$ cat src/rtl/ser_tx_ne.sv
// Falling-edge serial transmitter: MSB-first shift-out with valid/ready intake.
// Define SER_TX_PARITY_EN to append an even-parity bit after the data bits.
module ser_tx_ne #(
  parameter int WIDTH = 8
) (
  input  logic             clk,
  input  logic             rst,
  input  logic [WIDTH-1:0] din,
  input  logic             din_valid,
  output logic             din_ready,
  output logic             sout,
  output logic             sframe,
  output logic             busy,
  output logic             done
);

  localparam int CW = (WIDTH > 2) ? $clog2(WIDTH) : 1;

  localparam logic [1:0] IDLE   = 2'd0;
  localparam logic [1:0] SHIFT  = 2'd1;
`ifdef SER_TX_PARITY_EN
  localparam logic [1:0] PARITY = 2'd2;
`endif
  localparam logic [1:0] DONE   = 2'd3;

  logic [1:0]       state_q, state_d;
  logic [CW-1:0]    cnt_q, cnt_d;
  logic [WIDTH-1:0] sh_q, sh_d;
  logic             sframe_q, sframe_d;
  logic             done_q, done_d;
`ifdef SER_TX_PARITY_EN
  logic             par_q, par_d;
`endif

  // The MSB of the shift register is the line; zeros shift in behind the data.
  always_comb begin
    state_d  = state_q;
    cnt_d    = cnt_q;
    sh_d     = sh_q;
    sframe_d = sframe_q;
    done_d   = 1'b0;
`ifdef SER_TX_PARITY_EN
    par_d    = par_q;
`endif
    unique case (state_q)
      IDLE: begin
        if (din_valid) begin
          state_d  = SHIFT;
          sh_d     = din;
          cnt_d    = CW'(WIDTH - 1);
          sframe_d = 1'b1;
`ifdef SER_TX_PARITY_EN
          par_d    = ^din;
`endif
        end
      end
      SHIFT: begin
        sh_d = {sh_q[WIDTH-2:0], 1'b0};
        if (cnt_q == '0) begin
`ifdef SER_TX_PARITY_EN
          state_d = PARITY;
          sh_d    = {par_q, {(WIDTH-1){1'b0}}};
`else
          state_d  = DONE;
          sframe_d = 1'b0;
          done_d   = 1'b1;
`endif
        end else begin
          cnt_d = cnt_q - CW'(1);
        end
      end
`ifdef SER_TX_PARITY_EN
      PARITY: begin
        state_d  = DONE;
        sh_d     = '0;
        sframe_d = 1'b0;
        done_d   = 1'b1;
      end
`endif
      DONE: begin
        state_d = IDLE;
      end
      default: begin
        state_d  = IDLE;
        sh_d     = '0;
        cnt_d    = '0;
        sframe_d = 1'b0;
      end
    endcase
  end

  always_ff @(negedge clk or negedge rst) begin
    if (!rst) begin
      state_q  <= IDLE;
      cnt_q    <= '0;
      sh_q     <= '0;
      sframe_q <= 1'b0;
      done_q   <= 1'b0;
`ifdef SER_TX_PARITY_EN
      par_q    <= 1'b0;
`endif
    end else begin
      state_q  <= state_d;
      cnt_q    <= cnt_d;
      sh_q     <= sh_d;
      sframe_q <= sframe_d;
      done_q   <= done_d;
`ifdef SER_TX_PARITY_EN
      par_q    <= par_d;
`endif
    end
  end

  assign sout      = sh_q[WIDTH-1];
  assign sframe    = sframe_q;
  assign done      = done_q;
  assign busy      = (state_q != IDLE);
  assign din_ready = (state_q == IDLE);

endmodule

$ cat config.mk
export PLATFORM = sky130hd
export DESIGN_NAME = ser_tx_ne
export DESIGN_NICKNAME = d
export VERILOG_FILES = /design/src/rtl/ser_tx_ne.sv
export SDC_FILE = /design/constraint.sdc
export NUM_CORES = 1
export LEC_CHECK = 0
export ABC_AREA = 1
export ABC_CLOCK_PERIOD_IN_PS = 2200
export BUFFER_PORTS_ARGS = -buffer_cell sky130_fd_sc_hd__buf_4
export CORE_MARGIN = 5
export CORE_UTILIZATION = 55
export CTS_CLUSTER_DIAMETER = 50
export DETAILED_ROUTE_END_ITERATION = 6
export PLACE_DENSITY = 0.82
export SYNTH_ARGS = -nofsm -noshare
export SYNTH_HDL_FRONTEND = slang
export SYNTH_SLANG_ARGS = --single-unit
$ cat constraint.sdc
create_clock -name clk -period 2.2 [get_ports clk]
set_input_delay 0.44 -clock clk [delete_from_list [all_inputs] [get_ports clk]]
set_output_delay 0.44 -clock clk [all_outputs]
set_load 0.05 [all_outputs]
-- Word-level counts from Yosys, hierarchy flattened
Cells that the tools add are included.
- $add $sub $neg: 1
- equal/unequal tests: 5
- multiplexer cells: 13
- bitwise logic cells: 1
- reduce and logical (&&, ||, !) cells: 7
- operators with widths (operator ; number):
    $pmux 8 s3 ; 1
    $pmux 3 s3 ; 1
    $mux 8 ; 1
    $mux 3 ; 2
    $ne 2x2->1 const B ; 3
    $reduce_and 3->1 ; 2
    $mux 1 ; 4
    $mux 2 ; 2
    $pmux 2 s2 ; 1
    $reduce_and 2->1 ; 2
    $logic_not 3->1 ; 1
    $pmux 1 s3 ; 1
    $sub 3x1->3 const B ; 1
    $eq 2x1->1 const B ; 1
    $eq 2x2->1 const B ; 1
    $logic_not 2->1 ; 1
    $reduce_bool 2->1 ; 1
    $not 1->1 ; 1
- register bits: 15
- input port bits: 11

-- Logic depth before layout (Yosys ltp)
- word-level depth: 3
- depth in mapped cells: 8
- gate-level depth less buffers: 8

==> out/results.ini <==
[run]
maxCapViolCount = 0

[finish]
utilization_pct = 80.0
drive_above_1_share_pct = 34.1
syn_to_final_growth_pct = 33.9
fin_nets = 146
final_area_um2 = 1070
diodes = 0

[yosys]
synth_area_leaders = dfrtn_1 (47%), nand2_1 (18%), o21ai_2 (8.8%)
synth_top_area_share_pct = 47.1
ys.flop_type = dfrtn_1
yosysWarnings = 0
ys_seq_elements = 15
synth.distinct_cells = 13
netlist_area_um2 = 797
synthTopCellsByCount = nand2_1 (38), inv_1 (16), dfrtn_1 (15)
synth_top_area_cell = dfrtn_1
async_reset_ff_share_pct = 100
synth_enable_flop_cells = 0
yosys.cell_count.top_type = nand2_1
avgSynthCellArea_um2 = 7.89
synth_seq_area_share_pct = 47.1
syn-num-nets = 114
syn-instance-count = 101

[floorplanning]
ios = 16
die_h_um = 48.1
die_x_um = 48.1
dieArea_um2 = 2310
core_um2 = 1330
fp-row-count = 13
initial_core_util_pct = 59.8

[global_routing]
grt_max_degree = 18
grt_pass1_wl_mm = 3.00
grt_pass1_vias = 720
overflow = 0
track_usage_pct = 19.2
antenna_found_initial = 0

[detailed_routing]
drt_first_pass_iters = 4
drc_errors = 0
ant_nets = 0
vias = 737
vias_per_cell = 5.01
wirelength_mm = 1.77
wl_per_cell_um = 12.1
dr.first_iter.drc_count = 21

[timing]
fin_worst_skew_ns = 0.00418
worst_hold_slack_ns = 0.423
grt_setup_unrepaired = true
setup_viol_count_final = 5
worst_pin_slew_ns = 0.297
setup_slack_ns = -0.447
drv_slew = 0
finalHoldViolCount = 0
worst_slew_margin_rel_pct = 80.2

[clocking]
clockBufferDepth = 2
cts_hold_buffers = 0
cts-htree-levels = 1
cts_root_buf = clkbuf_4
clk_latency_ns = 0.30
cts_buffers = 3
cts_tree = yes
cts.reportedPaths.clkPinSlew_ns = 0.06
numClockSinks = 15

[placement]
portBuffers = 15
place_ws_ns = -0.194
placed_cell_area_um2 = 991
place_hpwl_mm = 1.29
gp_routability_congestion = 0.790

[power]
power_mw = 1.68
p_leak_nw = 0.571
peakVddDrop_uv = 1020
power_density_nw_per_um2 = 1570

[hold_path]
hold_path.class = reg -> reg

[worst_setup_path]
endpoint_kind = primary output
crit_path_max_incr_delay_ns = 0.38
cp_slowest_cell = dfrtn_1
critical_path_class = reg -> out
start_kind = register
worstPathRequired_ns = 1.76
path_delay_family = flip-flops
critical_path.max_fanout = 3
path_buf_inv = 2
path_cells = nor2_4 > clkinvlp_4 > buf_6
crit_arrival_ns = 2.21

[status]
violations = setup timing
status = complete, but fails checks

what timing repair did:
item	CTS	global route
endpoints found under the setup margin	5	5
pin swaps	1	1
setup buffers	1	3
resized for setup	5	0
registers in the layout, summed over array words and instances (netlist names):
| name | flops |
|---|---|
| cnt_q | 3 |
| done | 1 |
| sframe | 1 |
| sh_q | 8 |
| state_q | 2 |
stage by stage:
step	cells	TNS (ns)
finish	147	-1.50
global route	147	-1.62
CTS	144	-1.45
detailed placement	139	-1.59
global placement	139	-1.17
floorplan	101	-0.499
power by group:
part	leakage [nW]	internal (mW)	switching, mW	total (mW)
Sequential	0.192	0.401	0.0598	0.461
Clock	0.0150	0.0708	0.0931	0.164
Combinational	0.364	0.415	0.637	1.05
Total	0.571	0.886	0.790	1.68
path summary, 6_finish.rpt:
kind,start,end,slack [ns],depth (start not counted)
worst max-delay path,state_q[1]$_DFFE_NN0P_,busy,-0.45,3
worst min-delay path,cnt_q[1]$_DFFE_NN0P_,cnt_q[1]$_DFFE_NN0P_,0.42,2
worst max register to register,state_q[1]$_DFFE_NN0P_,sh_q[3]$_DFFE_NN0P_,0.71,7
worst min register to register,cnt_q[1]$_DFFE_NN0P_,cnt_q[1]$_DFFE_NN0P_,0.42,2
max in group asynchronous,rst,cnt_q[1]$_DFFE_NN0P_,1.02,1
min in group asynchronous,rst,sh_q[4]$_DFFE_NN0P_,0.97,1
layout by cell type (no fill, tap or decap):
master | Yosys | routed
nand2_4 | 1 | 1
nor2_4 | 0 | 1
nand3_1 | 5 | 5
nor2_2 | 2 | 2
o21ai_0 | 7 | 7
dfrtn_1 | 15 | 15
ha_1 | 2 | 2
buf_4 | 1 | 25
nor2_1 | 3 | 2
clkinvlp_4 | 0 | 1
buf_6 | 1 | 4
a21oi_1 | 2 | 2
inv_1 | 16 | 15
clkbuf_1 | 0 | 1
clkbuf_4 | 0 | 3
nand2_1 | 38 | 38
o21ai_2 | 8 | 8
logic make-up after synthesis:
group                      Yosys count  share of synthesized area, %
adders and majority gates            2                          3.14
AOI/OAI and AO/OA                   17                          14.4
buffers and inverters               18                          9.89
and+or+nand+nor                     49                          25.4
DFF                                 15                          47.1
tightest hold or removal path, cell delays in order (launching register included):
cell,delay [ns]
dfrtn_1,0.41
nand2_1,0.05
nand2_1,0.05
per-layer routing:
| metal | GRT usage (%) | wire (µm) |
|---|---|---|
| met5 | 0 | 0 |
| met4 | 10.8 | 41 |
| met3 | 4.14 | 134 |
| met2 | 31.9 | 863 |
| met1 | 22.8 | 732 |
cell type report:
cell class              instances  area, µm²
flip-flops and latches         15        375
multi-input cells              68        350
fillers                        88        267
repair buffers                 29        233
inverters                      16       63.8
clock buffers                   4       26.3
well taps                      15       18.8
No activity file was read; power rests on OpenSTA's default activity.
